`src/rtl/uc_pkg.sv`:
```
// -----------------------------------------------------------------------------
// uc_pkg
// Shared definitions for the stack-processor control unit.
//   - data/address/opcode widths
//   - FSM state encoding (fixed values, 4 bits, visible as estado_atual)
//   - opcode constants
// Configuration macro used by the users of this package: UC_ILLEGAL_TRAP_EN
// -----------------------------------------------------------------------------
package uc_pkg;

    localparam int DATA_W = 16;
    localparam int ADDR_W = 5;
    localparam int OP_W   = 5;
    localparam int INST_W = OP_W + ADDR_W;

    typedef enum logic [3:0] {
        ST_FETCH    = 4'd0,
        ST_DECODE   = 4'd1,
        ST_PUSH_RD  = 4'd2,
        ST_PUSH_WR  = 4'd3,
        ST_PUSHI    = 4'd4,
        ST_POP      = 4'd5,
        ST_POP_WR   = 4'd6,
        ST_ALU_T1   = 4'd7,
        ST_ALU_T2   = 4'd8,
        ST_ALU_PUSH = 4'd9,
        ST_JUMP     = 4'd10,
        ST_HALT     = 4'd11
    } state_t;

    localparam logic [OP_W-1:0] OP_PUSH   = 5'd0;
    localparam logic [OP_W-1:0] OP_PUSH_I = 5'd1;
    localparam logic [OP_W-1:0] OP_POP    = 5'd2;
    localparam logic [OP_W-1:0] OP_DROP   = 5'd3;
    localparam logic [OP_W-1:0] OP_ADD    = 5'd4;
    localparam logic [OP_W-1:0] OP_SUB    = 5'd5;
    localparam logic [OP_W-1:0] OP_MUL    = 5'd6;
    localparam logic [OP_W-1:0] OP_DIV    = 5'd7;
    localparam logic [OP_W-1:0] OP_AND    = 5'd8;
    localparam logic [OP_W-1:0] OP_NAND   = 5'd9;
    localparam logic [OP_W-1:0] OP_OR     = 5'd10;
    localparam logic [OP_W-1:0] OP_XOR    = 5'd11;
    localparam logic [OP_W-1:0] OP_NOT    = 5'd12;
    localparam logic [OP_W-1:0] OP_GOTO   = 5'd13;
    localparam logic [OP_W-1:0] OP_IF     = 5'd14;
    localparam logic [OP_W-1:0] OP_HALT   = 5'd15;

endpackage

```
`src/rtl/uc_decode.sv`:
```
// -----------------------------------------------------------------------------
// uc_decode
// Combinational opcode decoder: selects the state that follows DECODE.
// Ports:
//   i_opcode  in  5  opcode field of the instruction being decoded
//   i_ula     in  1  ALU compare flag (IF branches when 1)
//   o_next    out    state to enter after DECODE
// Macro UC_ILLEGAL_TRAP_EN: when defined, opcodes 16..31 halt the machine;
// otherwise they behave as NOPs.
// -----------------------------------------------------------------------------
module uc_decode
    import uc_pkg::*;
(
    input  logic [OP_W-1:0] i_opcode,
    input  logic            i_ula,
    output state_t          o_next
);

    always_comb begin
        o_next = ST_FETCH;
        case (i_opcode)
            OP_PUSH:   o_next = ST_PUSH_RD;
            OP_PUSH_I: o_next = ST_PUSHI;
            OP_POP,
            OP_DROP:   o_next = ST_POP;
            OP_ADD, OP_SUB, OP_MUL, OP_DIV, OP_AND,
            OP_NAND, OP_OR, OP_XOR, OP_NOT:
                       o_next = ST_ALU_T1;
            OP_GOTO:   o_next = ST_JUMP;
            OP_IF:     o_next = i_ula ? ST_JUMP : ST_FETCH;
            OP_HALT:   o_next = ST_HALT;
            default: begin
`ifdef UC_ILLEGAL_TRAP_EN
                o_next = ST_HALT;
`else
                o_next = ST_FETCH;
`endif
            end
        endcase
    end

endmodule

```
`src/rtl/uc_ctrl.sv`:
```
// -----------------------------------------------------------------------------
// uc_ctrl
// Multi-cycle control unit of the 16-bit stack processor. Fetches 10-bit
// instructions, decodes them and sequences stack, RAM, ALU temp registers and
// ALU opcode. Owns the program counter and the state register.
// Ports:
//   clock, reset (async, active low)
//   inst[9:0]        ROM output, [9:5] opcode, [4:0] operand
//   data_mem[15:0]   RAM read data
//   controle_ula     ALU compare flag, sampled in DECODE
//   push/pop, ram_wren, controle_pilha, load_temp1/2   control levels
//   clock_pilha/rom/ram/temp1/temp2                    one-cycle strobes
//   a_rom[4:0] program counter, a_ram[4:0] RAM address
//   data_pilha[15:0] stack write data, opcode[4:0] latched ALU opcode
//   estado_atual[3:0] current FSM state (observation)
// Macro UC_ILLEGAL_TRAP_EN (in uc_decode): opcodes 16..31 halt when defined.
//
// Every output is a register loaded on the edge that enters a state with the
// value that state calls for, so outputs line up exactly with estado_atual.
// Handshake: none; the unit is a fixed-latency sequencer, strobes are plain
// one-cycle register pulses (never gated clocks).
// -----------------------------------------------------------------------------
module uc_ctrl
    import uc_pkg::*;
(
    input  logic              clock,
    input  logic              reset,
    input  logic [INST_W-1:0] inst,
    input  logic [DATA_W-1:0] data_mem,
    input  logic              controle_ula,
    output logic              push,
    output logic              pop,
    output logic              ram_wren,
    output logic              controle_pilha,
    output logic              clock_pilha,
    output logic              clock_rom,
    output logic              clock_ram,
    output logic              clock_temp1,
    output logic              clock_temp2,
    output logic [ADDR_W-1:0] a_rom,
    output logic [DATA_W-1:0] data_pilha,
    output logic [ADDR_W-1:0] a_ram,
    output logic              load_temp1,
    output logic              load_temp2,
    output logic [OP_W-1:0]   opcode,
    output logic [3:0]        estado_atual
);

    state_t              r_state;
    logic [ADDR_W-1:0]   r_pc;
    logic [INST_W-1:0]   r_ir;

    state_t              w_dec_next;
    state_t              w_next;
    logic [ADDR_W-1:0]   w_pc_next;
    logic [ADDR_W-1:0]   w_operand;

    assign estado_atual = r_state;

    uc_decode u_decode (
        .i_opcode (inst[INST_W-1:ADDR_W]),
        .i_ula    (controle_ula),
        .o_next   (w_dec_next)
    );

    // Operand used by the state being entered: states entered straight from
    // DECODE must take it from inst, since IR is loaded on that same edge.
    assign w_operand = (r_state == ST_DECODE) ? inst[ADDR_W-1:0] : r_ir[ADDR_W-1:0];

    always_comb begin
        w_next = ST_FETCH;
        case (r_state)
            ST_FETCH:   w_next = ST_DECODE;
            ST_DECODE:  w_next = w_dec_next;
            ST_PUSH_RD: w_next = ST_PUSH_WR;
            // POP and DROP share the pop state; only POP goes on to write RAM.
            ST_POP:     w_next = (r_ir[INST_W-1:ADDR_W] == OP_POP) ? ST_POP_WR : ST_FETCH;
            ST_ALU_T1:  w_next = ST_ALU_T2;
            ST_ALU_T2:  w_next = ST_ALU_PUSH;
            ST_HALT:    w_next = ST_HALT;
            default:    w_next = ST_FETCH;
        endcase
    end

    // PC increments in DECODE; JUMP then overwrites it with the operand.
    always_comb begin
        w_pc_next = r_pc;
        if (r_state == ST_DECODE) begin
            w_pc_next = r_pc + 5'd1;
        end else if (r_state == ST_JUMP) begin
            w_pc_next = r_ir[ADDR_W-1:0];
        end
    end

    always_ff @(posedge clock or negedge reset) begin
        if (!reset) begin
            r_state        <= ST_FETCH;
            r_pc           <= '0;
            r_ir           <= '0;
            push           <= 1'b0;
            pop            <= 1'b0;
            ram_wren       <= 1'b0;
            controle_pilha <= 1'b0;
            clock_pilha    <= 1'b0;
            clock_rom      <= 1'b0;
            clock_ram      <= 1'b0;
            clock_temp1    <= 1'b0;
            clock_temp2    <= 1'b0;
            a_rom          <= '0;
            data_pilha     <= '0;
            a_ram          <= '0;
            load_temp1     <= 1'b0;
            load_temp2     <= 1'b0;
            opcode         <= '0;
        end else begin
            r_state <= w_next;
            r_pc    <= w_pc_next;
            if (r_state == ST_DECODE) begin
                r_ir   <= inst;
                opcode <= inst[INST_W-1:ADDR_W];
            end

            push           <= 1'b0;
            pop            <= 1'b0;
            ram_wren       <= 1'b0;
            controle_pilha <= 1'b0;
            clock_pilha    <= 1'b0;
            clock_rom      <= 1'b0;
            clock_ram      <= 1'b0;
            clock_temp1    <= 1'b0;
            clock_temp2    <= 1'b0;
            data_pilha     <= '0;
            a_ram          <= '0;
            load_temp1     <= 1'b0;
            load_temp2     <= 1'b0;
            a_rom          <= w_pc_next;

            case (w_next)
                ST_FETCH: begin
                    clock_rom <= 1'b1;
                end
                ST_PUSH_RD: begin
                    a_ram     <= w_operand;
                    clock_ram <= 1'b1;
                end
                ST_PUSH_WR: begin
                    data_pilha  <= data_mem;
                    push        <= 1'b1;
                    clock_pilha <= 1'b1;
                end
                ST_PUSHI: begin
                    data_pilha  <= {{(DATA_W-ADDR_W){1'b0}}, w_operand};
                    push        <= 1'b1;
                    clock_pilha <= 1'b1;
                end
                ST_POP: begin
                    pop         <= 1'b1;
                    clock_pilha <= 1'b1;
                end
                ST_POP_WR: begin
                    a_ram     <= w_operand;
                    ram_wren  <= 1'b1;
                    clock_ram <= 1'b1;
                end
                ST_ALU_T1: begin
                    pop         <= 1'b1;
                    clock_pilha <= 1'b1;
                    load_temp1  <= 1'b1;
                    clock_temp1 <= 1'b1;
                end
                ST_ALU_T2: begin
                    pop         <= 1'b1;
                    clock_pilha <= 1'b1;
                    load_temp2  <= 1'b1;
                    clock_temp2 <= 1'b1;
                end
                ST_ALU_PUSH: begin
                    controle_pilha <= 1'b1;
                    push           <= 1'b1;
                    clock_pilha    <= 1'b1;
                end
                ST_HALT: begin
                    // Halted machine drives every output low, opcode included.
                    a_rom  <= '0;
                    opcode <= '0;
                end
                default: ;
            endcase
        end
    end

endmodule

```
`config.mk`:
```
export PLATFORM = sky130hd
export DESIGN_NAME = uc_ctrl
export DESIGN_NICKNAME = d
export VERILOG_FILES = /design/src/rtl/uc_pkg.sv /design/src/rtl/uc_decode.sv /design/src/rtl/uc_ctrl.sv
export SDC_FILE = /design/constraint.sdc
export NUM_CORES = 1
export LEC_CHECK = 0
export CAP_MARGIN = 30
export CORE_MARGIN = 3
export CORE_UTILIZATION = 45
export CTS_CLUSTER_SIZE = 24
export DETAILED_ROUTE_END_ITERATION = 10
export PLACE_DENSITY = 0.8
export SYNTH_ARGS = -nofsm -noshare
export SYNTH_HDL_FRONTEND = slang
export SYNTH_SLANG_ARGS = --single-unit
```
`constraint.sdc`:
```
create_clock -name clock -period 2.9 [get_ports clock]
set_clock_uncertainty 0.1 [all_clocks]
set_input_delay 0.87 -clock clock [delete_from_list [all_inputs] [get_ports clock]]
set_output_delay 0.87 -clock clock [all_outputs]
set_load 0.02 [all_outputs]
```
[Yosys cells after proc, flatten, opt, wreduce, memory -nomap -nowiden]
Index checks and enable logic that the tools add are counted.
Cells by class
  add/sub/neg operators: 1
  eq/ne operators: 32
  mux-type cells: 21
  reduce and logical (&&, ||, !) cells: 10
Operators with widths (count)
  case mux 4 bit (7 select lines): 2
  == test 5 x 4 -> 1 bit, second input constant: 8
  2-to-1 mux 5 bit: 7
  case mux 16 bit (2 select lines): 1
  == test 4 x 3 -> 1 bit, second input constant: 6
  == test 4 bit, second input constant: 6
  == test 5 x 3 -> 1 bit, second input constant: 4
  == test 5 x 2 -> 1 bit, second input constant: 3
  == test 4 x 2 -> 1 bit, second input constant: 3
  2-to-1 mux 1 bit: 9
  OR reduction 9 bit: 1
  logical NOT 4 bit: 2
  OR reduction 3 bit: 2
  OR reduction 6 bit: 1
  adder 5 x 1 -> 5 bit, second input constant: 1
  == test 5 x 1 -> 1 bit, second input constant: 1
  logical NOT 5 bit: 1
  == test 4 x 1 -> 1 bit, second input constant: 1
  2-to-1 mux 4 bit: 1
  OR reduction 2 bit: 2
  2-to-1 mux 3 bit: 1
  nonzero test 2 bit: 1
Storage, ports and cells
  flip-flop bits (word level): 59
  logic and storage cells: 80

[Depth between registers and ports, before layout]
  word-level depth: 7
  depth in mapped cells: 8
  gate-level depth less buffers: 6

[Modules after synthesis]
A second synthesis with hierarchy kept.
Second synthesis, totals
  cell total of the unflattened synthesis: 220
  area total of the unflattened synthesis: 2506.2 sq um
By module, submodules not included
  uc_ctrl: times used 1, cells each 207, area an instance 2403.6 sq um
  uc_decode: times used 1, cells each 13, area an instance 102.6 sq um

[Worst setup path before layout]
OpenSTA, ideal clock, no wires.
  kind: input -> register
  start: input inst[5]
  end: register data_pilha[0]
  setup time: 0.084 ns
  data arrival time: 2.220 ns
  data required time: 2.716 ns
  path slack: 0.497 ns
  cell stages on the path: 6
  buffers on the path: 1
  path through: clkbuf_1 -> nor4bb_1 -> o21ai_0 -> a211oi_2 -> nand3_1 -> o21ai_0
Between the ends
  cells in the longest elaborated chain, start to end: 6
  elaborated cells on any way between the ends: 23
  classes of those cells: 17 x eq/ne; 3 x mux; 3 x reduce/logical
Ends and longest elaborated chain
  from (decl): RTL line uc_ctrl.sv:28  | input logic [INST_W-1:0] inst,
  == test 5 x 3 -> 1 bit, or another cell as far along: RTL line uc_decode.sv:21  | case (i_opcode)
  OR reduction 9 bit / OR reduction 2 bit (equally long branches): RTL line uc_decode.sv:21
  case mux 4 bit (7 select lines) (*): RTL line uc_decode.sv:21
  case mux 4 bit (7 select lines) (*): RTL line uc_ctrl.sv:72  | case (r_state)
  == test 4 x 3 -> 1 bit / == test 4 x 2 -> 1 bit (equally long branches): RTL line uc_ctrl.sv:138  | case (w_next)
  case mux 16 bit (2 select lines) (*): RTL line uc_ctrl.sv:138
  to (signal assigned): RTL line uc_ctrl.sv:147  | data_pilha <= data_mem;
  to (signal assigned): RTL line uc_ctrl.sv:152  | data_pilha <= {{(DATA_W-ADDR_W){1'b0}}, w_operand};
  to (decl): RTL line uc_ctrl.sv:41  | output logic [DATA_W-1:0] data_pilha,
Mark *: on every way between the ends. The rest lies on a longest branch, timed or not.
A chain may end at the register's enable or synchronous reset.

[Worst setup path after layout]
  start: input inst[6]
  end: register data_pilha[1]
The elaborated chain is that of the path after synthesis.

==> metrics.yaml <==
outcome:
  status: "finished, final reports clean"
layout:
  fin_area_sq_um: 3400
  num_antenna_cells: 0
  finish.net_count: 330
  syn2layout_area_growth_pct: 42.4
  layout-drive-gt1-share_pct: 11.6
synthesis:
  synth.area.mux_share_pct: 2.10
  synth_top_area_share_pct: 61.9
  synthesis.instances: 216
  synthTopCellsByArea: "dfrtp_1 (62%), nand2_1 (4.6%), nor2_1 (3.6%)"
  synth_compound_area_share_pct: 8.92
  syn_nets: 246
  synth_area_sq_um: 2380
  ys_warn_count: 0
  synth.most_common_cell: "dfrtp_1"
  synth_top_family_by_area: "simple AND/OR/NAND/NOR gates"
  yosys.area.top_type: "dfrtp_1"
  ys_ff_latch: 59
  synth_edf_count: 0
  synth_ff_type: "dfrtp_1"
  synth_commonest_cells: "dfrtp_1 (59), nand2_1 (29), nor2_1 (23)"
  yosysSeqAreaShare_pct: 61.9
  async_flop_share_pct: 100
  synth_fa_ha_area_share_pct: 0.525
  synth-xor-area-share_pct: 1.47
  synth.distinct_cells: 41
  synth-simple-area-share_pct: 20.4
  avgSynthCellArea_sq_um: 11.0
clock_network:
  ctsResizeCount: 0
  clk_path_buf_depth: 2
  post_cts_buffers: 0
  insertion_delay_ns: 0.33
  ctsRootBufferMaster: "clkbuf_8"
  cts_made_buffers: 9
  tritoncts: "built"
  cts.clk_slew.worst_paths_ns: 0.06
  hold_buffers: 0
  clock_sinks: 59
  htreeDepth: 3
detailed_routing:
  drt-initial-drc-count: 185
  drt-wirelength-per-cell_um: 14.4
  avgViaCountPerCell: 5.02
  drt_pass1_iterations: 4
  drt-total-wl_mm: 5.31
  drcViolationCount: 0
  vias: 1857
  antenna_left: 0
worst_setup_path:
  max_stage_delay_ns: 0.53
  worstPathArrival_ns: 2.82
  required_ns: 3.04
  cp_slowest_cell: "clkdlybuf4s50_1"
  critPathKind: "input port to flip-flop"
  crit_chain: "clkdlybuf4s50_1 > or3_1 > o211ai_1 > a211o_1 > nand3_1 > o21ai_0"
  cp-start-kind: "input port"
  endpoint_kind: "flip-flop"
  cp_max_fo: 8
global_routing:
  grt_pass1_vias: 1921
  gr-total-overflow: 0
  grt_max_degree: 39
  grt_pass1_wl_mm: 9.02
  track_usage_pct: 18.9
  antenna_found_initial: 0
timing:
  hold_viol_final: 0
  tightestPinTransition_ns: 0.826
  slew_viol_final: 0
  whs_ns: 0.380
  fmax_ghz: 0.374
  finalSetupViolCount: 0
  post-route-min-period_ns: 2.67
  slew_headroom_pct: 44.9
  rsz0062_at_grt: "no"
  finalCritPeriodShare_pct: 92.2
run:
  cap_viol_max_count: 0
placed_design:
  place_area_sq_um: 3230
  portBuffers: 74
  dpl.hpwl_mm: 3.89
  gp_congestion: 0.834
die:
  die-area_sq_um: 6210
  initial_core_util_pct: 48.6
  core-area_sq_um: 4910
  fp-row-count: 25
  die_x_um: 78.8
  fp.dieH_um: 78.8
  io-pin-count: 75
power_and_ir_drop:
  p_leak_nw: 1.56
  power.density_nw_per_um2: 1020
  peakVddDrop_uv: 544
  finalPower_w: 0.00346
hold_path:
  hold_class: "flip-flop to flip-flop"
==> cell type report <==
cell class / count / area (sq um)
multi-input combinational: 133 / 810
sequential: 59 / 1480
timing repair buffer: 84 / 811
fill: 393 / 1520
clock inverter: 3 / 15.0
clock buffer: 11 / 151
tap: 67 / 83.8
inverter: 13 / 48.8
==> cell families after synthesis <==
group           count (synthesis)
buf+inv                        24
fa+ha+maj                       1
xor+xnor                        4
flops                          59
compound gates                 31
mux                             5
simple gates                   92
==> registers in the layout, indices dropped and copies added (netlist names) <==
| name | cells |
|---|---|
| a_ram | 5 |
| pop | 1 |
| controle_pilha | 1 |
| opcode | 5 |
| estado_atual | 4 |
| r_ir | 10 |
| load_temp2 | 1 |
| clock_pilha | 1 |
| data_pilha | 16 |
| a_rom | 5 |
| push | 1 |
| ram_wren | 1 |
| load_temp1 | 1 |
| clock_rom | 1 |
| r_pc | 5 |
| clock_ram | 1 |
==> report_power, final <==
part           total [W]  internal (W)  switching [W]
Combinational    0.00153      0.000690       0.000836
Clock           0.000633      0.000342       0.000291
Sequential       0.00130       0.00110       0.000198
Total            0.00346       0.00213        0.00133
==> worst max-delay path, delay by kind of cell <==
family,cells,cell delay [ns]
AO/OA/AOI/OAI,3,0.72
buffers and inverters,1,0.53
AND/OR/NAND/NOR,2,0.70
==> stage by stage <==
stage | util [%] | setup TNS, ns | cells | worst slack (ns)
after CTS | 69.1 | 0 | 370 | 0.235
final | 69.1 | 0 | 370 | 0.227
after floorplan | - | 0 | 216 | 0.497
after detailed placement | 65.8 | -0.467 | 356 | -0.113
after global routing | 69.1 | 0 | 370 | 0.0839
after global placement | 65.8 | -0.0301 | 356 | -0.0301
==> metal layers <==
| layer | GRT usage (%) | vias to the layer above | share of wire [%] |
|---|---|---|---|
| met5 | 0 | - | 0 |
| met3 | 5.90 | 8 | 8.0 |
| met2 | 29.8 | 63 | 48 |
| met4 | 8.92 | 0 | 1.5 |
| li1 | - | 896 | - |
| met1 | 23.6 | 890 | 42 |
==> layout by cell type (no fill, tap or decap), types with 3 or more instances in the layout <==
| master | count |
|---|---|
| clkinv_2 | 3 |
| nor2_1 | 23 |
| xnor2_1 | 3 |
| clkdlybuf4s50_1 | 73 |
| and2_1 | 11 |
| inv_1 | 12 |
| dfrtp_1 | 59 |
| nor4_1 | 3 |
| buf_4 | 10 |
| a21oi_1 | 11 |
| nand2_1 | 29 |
| mux2i_1 | 5 |
| nand3_1 | 5 |
| nor3_1 | 5 |
| o21ai_0 | 6 |
| clkbuf_8 | 11 |
==> worst paths after layout <==
kind | startpoint | to | slack (ns) | cells after the start
hold / removal | r_ir[6]$_DFFE_PN0P_ | r_ir[6]$_DFFE_PN0P_ | 0.38 | 2
setup / recovery | inst[6] | data_pilha[1]$_DFF_PN0_ | 0.23 | 6
min in group asynchronous | reset | a_ram[4]$_DFF_PN0_ | 0.54 | 1
hold reg to reg | r_ir[6]$_DFFE_PN0P_ | r_ir[6]$_DFFE_PN0P_ | 0.38 | 2
max in group asynchronous | reset | data_pilha[7]$_DFF_PN0_ | 1.49 | 2
setup reg to reg | estado_atual[3]$_DFF_PN0_ | opcode[4]$_DFFE_PN0P_ | 0.55 | 7
Note: power is estimated with default switching activity, not from simulation.
